**config.mk**
```make
export PLATFORM = sky130hd
export DESIGN_NAME = s2p
export DESIGN_NICKNAME = d
export VERILOG_FILES = /design/src/rtl/serdes_pkg.sv /design/src/rtl/s2p.sv
export SDC_FILE = /design/constraint.sdc
export NUM_CORES = 1
export LEC_CHECK = 0
export CORE_ASPECT_RATIO = 0.6
export CORE_MARGIN = 3
export CORE_UTILIZATION = 30
export CTS_BUF_LIST = sky130_fd_sc_hd__clkbuf_8
export DETAILED_ROUTE_END_ITERATION = 8
export HOLD_SLACK_MARGIN = 0.08
export PLACE_DENSITY = 0.53
export RECOVER_POWER = 25
export REMOVE_ABC_BUFFERS = 1
export SLEW_MARGIN = 20
export SYNTH_ARGS = -nofsm -noshare
export SYNTH_HDL_FRONTEND = slang
export SYNTH_SLANG_ARGS = --single-unit
```
**constraint.sdc**
```tcl
create_clock -name clk -period 1.4 [get_ports clk]
set_input_delay 0.21 -clock clk [delete_from_list [all_inputs] [get_ports clk]]
set_output_delay 0.21 -clock clk [all_outputs]
set_load 0.01 [all_outputs]
```
**src/rtl/serdes_pkg.sv**
```systemverilog
// Shared definitions for the team's serial/parallel conversion blocks.
package serdes_pkg;

   // Default word width used by the serdes blocks when not overridden.
   localparam int SerdesWidth = 8;

   // Deserialiser control states: RX collects bits, HOLD parks a finished
   // word in the shift register while the output register is still occupied.
   typedef enum logic {
      RX   = 1'b0,
      HOLD = 1'b1
   } s2p_state_e;

endpackage

```
**src/rtl/s2p.sv**
```systemverilog
// Serial-to-parallel converter: collects N serial bits LSB-first into a word
// and presents it on a valid/ready parallel output with an inline output
// register. A second finished word can wait in the shift register (HOLD)
// while the output register is still occupied.
module s2p
   import serdes_pkg::*;
#(
   parameter int N = SerdesWidth
) (
   input  logic         clk,
   input  logic         rst,
   input  logic         ser_valid,
   input  logic         ser_data,
   output logic         ser_ready,
   input  logic         par_ready,
   output logic         par_valid,
   output logic [N-1:0] par_data
);

   localparam int CntW = $clog2(N);
   localparam logic [CntW-1:0] LastCnt = CntW'(N - 1);

   s2p_state_e    state_q, state_d;
   logic [CntW-1:0] cnt_q, cnt_d;
   logic [N-1:0]  shift_q, shift_d;
   logic [N-1:0]  data_q, data_d;
   logic          valid_q, valid_d;

   logic          serBeat;
   logic          parTake;

   // Ready depends only on the registered state, so par_ready never reaches ser_ready.
   assign ser_ready = (state_q == RX);
   assign par_valid = valid_q;
   assign par_data  = data_q;

   assign serBeat = ser_valid && ser_ready;
   assign parTake = valid_q && par_ready;

   // Next-state logic: place each accepted bit at its index, hand finished
   // words to the output register when it is free, otherwise park in HOLD.
   always_comb begin
      state_d = state_q;
      cnt_d   = cnt_q;
      shift_d = shift_q;
      data_d  = data_q;
      valid_d = valid_q;

      if (parTake) begin
         valid_d = 1'b0;
      end

      case (state_q)
         RX: begin
            if (serBeat) begin
               shift_d[cnt_q] = ser_data;
               if (cnt_q == LastCnt) begin
                  cnt_d = '0;
                  if (!valid_q || par_ready) begin
                     data_d  = shift_d;
                     valid_d = 1'b1;
                  end else begin
                     state_d = HOLD;
                  end
               end else begin
                  cnt_d = cnt_q + CntW'(1);
               end
            end
         end
         HOLD: begin
            if (parTake) begin
               data_d  = shift_q;
               valid_d = 1'b1;
               state_d = RX;
            end
         end
         default: begin
            state_d = RX;
         end
      endcase
   end

   // State, counter, shift and output registers with synchronous reset.
   always_ff @(posedge clk) begin
      if (rst) begin
         state_q <= RX;
         cnt_q   <= '0;
         shift_q <= '0;
         data_q  <= '0;
         valid_q <= 1'b0;
      end else begin
         state_q <= state_d;
         cnt_q   <= cnt_d;
         shift_q <= shift_d;
         data_q  <= data_d;
         valid_q <= valid_d;
      end
   end

endmodule
```
; Word level (Yosys, flattened, before mapping)
; Cells that the tools add are included.
[totals]
ramBits = 0
wordCells = 41
input_bits = 5
ff_bits = 21
output_inout_bits = 10
latch_bits = 0
memories = 0
mem_bits_ro = 0
[op_classes]
reduce_logical = 7
n_addsub = 1
n_bitwise = 1
shift = 0
mux = 20
n_mul = 0
n_lt_le_gt_ge = 2
n_eq_ne = 5
n_div = 0
[op_table]
columns = op, count
row1 = 2-to-1 mux 8 bit, 4
row2 = one-hot mux 8 bit (2 select lines), 1
row3 = 2-to-1 mux 1 bit, 10
row4 = bitwise mux 8 bit, 1
row5 = != test 2 x 1 -> 1 bit (second input constant), 4
row6 = less-than comparator 3 x 4 -> 1 bit (second input constant), 1
row7 = one-hot mux 1 bit (2 select lines), 2
row8 = AND reduction 4 bit, 1
row9 = adder 3 x 1 -> 3 bit (second input constant), 1
row10 = demux 1 bit (select 3 bit), 1
row11 = == test 3 bit (second input constant), 1
row12 = >= comparator 3 x 1 -> 1 bit (second input constant), 1
row13 = logical AND 1 bit, 3
row14 = 2-to-1 mux 3 bit, 1
row15 = AND reduction 2 bit, 1
row16 = zero test 1 bit, 1
row17 = logical OR 1 bit, 1
row18 = inverter 1 bit, 1

; Logic depth before layout (Yosys ltp)
[logic_depth]
depth_word = 9
depth_mapped = 6
mapped_depth_nobuf = 5

; Worst setup path after synthesis
; No wires, ideal clock.
[synth_path]
path_type = register to register
start = register cnt_q[1]
end = register data_q[0], in the netlist par_data[0]
setup_slack_ps = -112
setup_time_ps = 88
path_buffers = 1
required_time_ps = 1312
synth_period_minus_slack_ps = 1512
path_stages_with_launch = 7
arrival_ps = 1424
cell_sequence = dfxtp_1 > ha_1 > ha_1 > a21o_2 > and3_4 > buf_6 > a311oi_2
[synth_via]
elab_chain_cells = 9
word_cells_on_any_way = 13
[synth_rtl]
columns = element, line_no
row1 = start: declaration, s2p.sv:24  ; logic [CntW-1:0] cnt_q, cnt_d;
row2 = start signal: assignment, s2p.sv:93  ; cnt_q <= cnt_d;
row3 = less-than comparator 3 x 4 -> 1 bit (implied by the code) / >= comparator 3 x 1 -> 1 bit (equally long branches), s2p.sv:56  ; shift_d[cnt_q] = ser_data;
row4 = logical AND 1 bit (implied by the code), s2p.sv:56
row5 = 2-to-1 mux 1 bit (implied by the code), s2p.sv:56
row6 = demux 1 bit (select 3 bit), s2p.sv:56
row7 = bitwise mux 8 bit, s2p.sv:56
row8 = 2-to-1 mux 8 bit, s2p.sv:59  ; if (!valid_q || par_ready) begin
row9 = 2-to-1 mux 8 bit, s2p.sv:57  ; if (cnt_q == LastCnt) begin
row10 = 2-to-1 mux 8 bit, s2p.sv:55  ; if (serBeat) begin
row11 = one-hot mux 8 bit (2 select lines), s2p.sv:53  ; case (state_q)
row12 = end signal: assignment, s2p.sv:95  ; data_q <= data_d;
row13 = end: declaration, s2p.sv:26  ; logic [N-1:0] data_q, data_d;
; Several ways; a longest one is shown, not always the timed one. The select of a mux whose other input is x is not followed.
; A chain may end at the register's enable or synchronous reset.

; Worst setup path in the final report
[layout_path]
start = register cnt_q[0]
end = register data_q[4], in the netlist par_data[4]
; Same word-level chain as after synthesis.

==> results.md <==
- The run finished, with violations left.
- The checks that failed: setup timing.
- STA puts the critical path data arrival time at 1620 ps.
- The number of hold buffers added after CTS was 0.
- The average size of a mapped cell is 9.17 sq um.
- The number of cells in the design after placement is between 150 and 200.
- The count of cells along the worst register-to-register path is 5.
- The congestion estimate from routability-driven global placement came to approximately 0.90.
- The clock sink count is 21.
- For the worst setup path, the data required time is 1570 ps.
- The worst register-to-register path begins at cnt_q[0].
- The final count of pins violating max slew is 0.
- The fraction of the mapped netlist area in compound gates was 0.279.
- Counting every instance in the synthesized netlist gives 124.
- In the final routing, the length of wire on met1 measures 1540 um.
- The layout has between 300 and 400 filler cells.
- In this run the tool buffered the top-level ports with 14 buffer cells.
- The total count of hold-check failures in the final report came to 0.
- The startpoint-to-endpoint class of the critical path is reg -> reg.
- Setup repair after global routing could not meet its margin everywhere.
- The transition time at the pin with the least slew margin is 339 ps.
- The remaining global-route overflow is 0.
- The minimum hold slack is between 400 and 500 ps.
- After synthesis, the largest family of logic cells by area is compound AO/OA/AOI/OAI gates.
- The first global-routing pass estimated ~5100 um of wire.
- The number of antenna cells inserted is 0.
- Across every metal layer, demand over resource in global routing totals 0.146.
- Entering global routing, the biggest net connects 22 pins.
- Of the post-synthesis cell area, the part taken by muxes is 0.0264.
- The leakage power is 0.517 nW.
- The number of buffers created by CTS is 3.
- The first detailed-routing pass took 4 iterations.
- For this run, the number of Yosys warnings is 0.
- The initial standard-cell utilization of the core is 0.330.
- For this block, the initial DRC count from the detailed router was 53.
- TritonCTS built the clock tree.
- Setup violations remaining at the end of the flow were counted as 7.
- The worst setup timing slack at the placement stage is -176 ps.
- Along the worst hold path, the cell count comes to 2.
- The number of cell rows is 16.
- The maximum net fanout on the critical path is 8.
- The areal power density over the cells is 762 nW/um^2.
- STA classifies the critical path endpoint as a flop.
- The number of setup buffers added after CTS is 0.
- The clock period minus final worst setup slack is 1450 ps.
- Once detailed placement completed, the half-perimeter wirelength came to approximately 2200 um.
- The share of the Yosys chip area taken by registers is 0.370.
- The floorplan step defined a die boundary enclosing 4590 sq um.
- The final layout contains routed wiring with a total length of 3020 um.
- The final setup slack of the worst path is -52.8 ps.
- Summing every instance area after synthesis gives 1140 sq um.
- The number of library cell types mapped by synthesis is 29.
- The worst pin sits at a relative slew slack of 0.773.
- The clock tree root buffer cell is sky130_fd_sc_hd__clkbuf_8.
- After detailed routing, the number of remaining DRC violations is 0.
- The share of the core filled with cells in the final layout is 0.444.
- The adder-cell area share of the yosys netlist is 0.0330.
- In this run the worst hold path is classified as reg -> reg.
- Across the VDD grid, the largest voltage drop is 0.000384 V.
- Of the total synthesized cell area, the portion taken by XOR and XNOR cells is 0.
- The layout-stage area growth over the synthesis result is 34.3%.
- Derived from the worst setup path, the maximum achievable clock frequency is around 690 MHz.
- The horizontal die dimension is between 80 and 90 um.
- In this run the register-to-register setup slack is -50 ps.
- The fraction of the cycle the final worst path needs is 1.04.
- The clock passes through at most 2 buffers.
- Counting flops and latches in the post-synthesis netlist gives 21.
- The path with the worst hold slack has its endpoint at shift_q[6].
- In this run the number of H-tree levels came out at 1.
- The critical register-to-register path endpoint is par_data[4].
- Measured along the y axis, the die boundary spans 53.7 um.
- The later-pin clock latency in the skew report is 260 ps.
- The number of max-cap violations is 0.
- The number of I/O pins is 15.
- Summed over all nets, wire length on met3 after detailed routing comes to 213 um.
- Between clock sinks in the finished design, the worst skew comes to 8.33 ps.
- In the final layout, the share of cells above drive strength 1 is 0.289.
- The number of vias per cell is ~5.4.
- The post-detailed-route wirelength per cell is 15.6 um.
- The clock slew seen by the registers of the worst setup and hold paths is 80 ps.
- The number of global-route vias before repair is 1,003.
- The initial antenna violation count came to 0.
- The final cell count without fillers is approximately 190.
- In this run the remaining antenna-violating nets after routing total 0.
- The start point of the worst hold path is shift_q[6].
- In the final timing run, aggregate negative setup slack is -99.9 ps.
- Across all layers, the routed design uses roughly 1,000 vias.
- For this run, the post-layout net count is 158.
- The total area inside the core boundary comes to roughly 3400 sq um.
- Of the total synthesized cell area, the portion taken by AND, OR, NAND and NOR gates is 0.211.
- STA classifies the critical path startpoint as a flop.
- Wire segments on met2 add up to 1260 um in the final route.
- The uppermost metal layer occupied by signal nets is met4.
==> how the worst max path moves through the flow <==
stage,start,endpoint,slack [ps],cells past startpoint
after floorplan,cnt_q[0],par_data[0],-120,5
after global placement,ser_valid,par_data[5],-140,5
after detailed placement,ser_valid,shift_q[1],-180,4
after CTS,cnt_q[0],par_data[6],-50,5
after global routing,cnt_q[0],par_data[4],-90,5
final,cnt_q[0],par_data[4],-50,5
==> synthesized netlist by cell type <==
cell	count	share of area
sky130_fd_sc_hd__inv_1	2	0.0066
sky130_fd_sc_hd__or3b_1	1	0.0077
sky130_fd_sc_hd__nand3_1	14	0.062
sky130_fd_sc_hd__and3_4	1	0.0099
sky130_fd_sc_hd__clkbuf_1	2	0.0066
sky130_fd_sc_hd__a21oi_1	9	0.040
sky130_fd_sc_hd__or2b_1	3	0.020
sky130_fd_sc_hd__clkbuf_4	1	0.0066
sky130_fd_sc_hd__buf_6	5	0.050
sky130_fd_sc_hd__or2_2	2	0.011
sky130_fd_sc_hd__buf_2	1	0.0044
sky130_fd_sc_hd__nand2_1	1	0.0033
sky130_fd_sc_hd__nand3b_1	1	0.0066
sky130_fd_sc_hd__nand2b_1	2	0.011
sky130_fd_sc_hd__nor3b_1	1	0.0066
sky130_fd_sc_hd__and3b_1	1	0.0077
sky130_fd_sc_hd__a221oi_1	1	0.0077
sky130_fd_sc_hd__mux2i_1	3	0.026
sky130_fd_sc_hd__dfxtp_1	21	0.37
sky130_fd_sc_hd__nor2_1	6	0.020
sky130_fd_sc_hd__nor2b_1	2	0.011
sky130_fd_sc_hd__ha_1	3	0.033
sky130_fd_sc_hd__a311oi_2	8	0.11
sky130_fd_sc_hd__a31oi_1	8	0.044
sky130_fd_sc_hd__o21ai_0	17	0.075
sky130_fd_sc_hd__buf_4	1	0.0066
sky130_fd_sc_hd__a21o_2	1	0.0077
sky130_fd_sc_hd__nand4_1	4	0.022
sky130_fd_sc_hd__and2b_1	2	0.013
==> where the power goes <==
group / internal (W) / leakage (nW) / switching [W]
Clock: 0.000195 / 0.0269 / 0.000195
Sequential: 0.000606 / 0.171 / 0.00000549
Combinational: 0.0000688 / 0.318 / 0.0000937
Total: 0.000870 / 0.517 / 0.000294
==> stage by stage <==
| stage | cell area [sq um] | power [W] |
|---|---|---|
| floorplan | 1050 | 0.000695 |
| detailed placement | 1400 | 0.000784 |
| global route | 1530 | 0.00122 |
| CTS | 1500 | 0.00117 |
| finish | 1530 | 0.00116 |
| global placement | 1400 | 0.000779 |
==> layout make-up <==
class	instances	area [sq um]	share of cell area
multi-input cells	91	702	0.459
flip-flops and latches	21	427	0.279
repair buffers	31	290	0.190
well taps	45	56.3	0.0369
clock buffers	3	41.3	0.0270
inverters	2	7.51	0.00491
clock inverters	1	3.75	0.00246
==> cell usage in the layout, fill, tap and decap left out, types with 2 or more instances in the layout <==
cell type                         netlist  layout
sky130_fd_sc_hd__or2b_1                 3       3
sky130_fd_sc_hd__clkbuf_8               0       3
sky130_fd_sc_hd__clkdlybuf4s50_1        0       8
sky130_fd_sc_hd__a31oi_1                8       2
sky130_fd_sc_hd__dfxtp_1               21      18
sky130_fd_sc_hd__o21ai_0               17      12
sky130_fd_sc_hd__nand3_1               14      14
sky130_fd_sc_hd__nand4_1                4       4
sky130_fd_sc_hd__nor2_1                 6       6
sky130_fd_sc_hd__mux2i_1                3       3
sky130_fd_sc_hd__and2b_1                2       2
sky130_fd_sc_hd__a31oi_4                0       2
sky130_fd_sc_hd__or2_2                  2       2
sky130_fd_sc_hd__inv_1                  2       3
sky130_fd_sc_hd__nor2b_1                2       2
sky130_fd_sc_hd__a31oi_2                0       4
sky130_fd_sc_hd__a21oi_1                9       9
sky130_fd_sc_hd__dfxtp_2                0       2
sky130_fd_sc_hd__clkdlybuf4s25_1        0       3
sky130_fd_sc_hd__buf_12                 0       2
sky130_fd_sc_hd__nand2b_1               2       2
sky130_fd_sc_hd__dlygate4sd2_1          0       2
sky130_fd_sc_hd__o21ai_1                0       5
sky130_fd_sc_hd__buf_4                  1      15
sky130_fd_sc_hd__a311oi_2               8       8
==> critical path: stages (launching register included) <==
cell                       delay (ps)
sky130_fd_sc_hd__dfxtp_2          330
sky130_fd_sc_hd__ha_2             200
sky130_fd_sc_hd__ha_4             160
sky130_fd_sc_hd__a21o_4           220
sky130_fd_sc_hd__and3_4           200
sky130_fd_sc_hd__a311oi_2         240
==> routing by layer <==
metal  up-vias  track usage
met4         0       0.0368
li1        516            -
met2        27        0.226
met3         2       0.0367
met5         -            0
met1       500        0.204
==> cells by family after synthesis <==
kind of cell,Yosys count
buffers and inverters,12
multiplexers,3
adder cells (fa/ha/maj),3
AO/OA/AOI/OAI,44
flip-flops,21
AND/OR/NAND/NOR,41
==> sequential cells by signal (all words and copies together), names as in the netlist <==
name	count
state_q	1
shift_q	8
cnt_q	3
par_valid	1
par_data	8
==> repair_timing <==
item / in CTS / in global routing
gates resized for setup: 15 / 11
pin swaps: 1 / 3
setup endpoints to repair: 10 / 12
cloned: 0 / 0
Power figures use the tool's default switching activity.
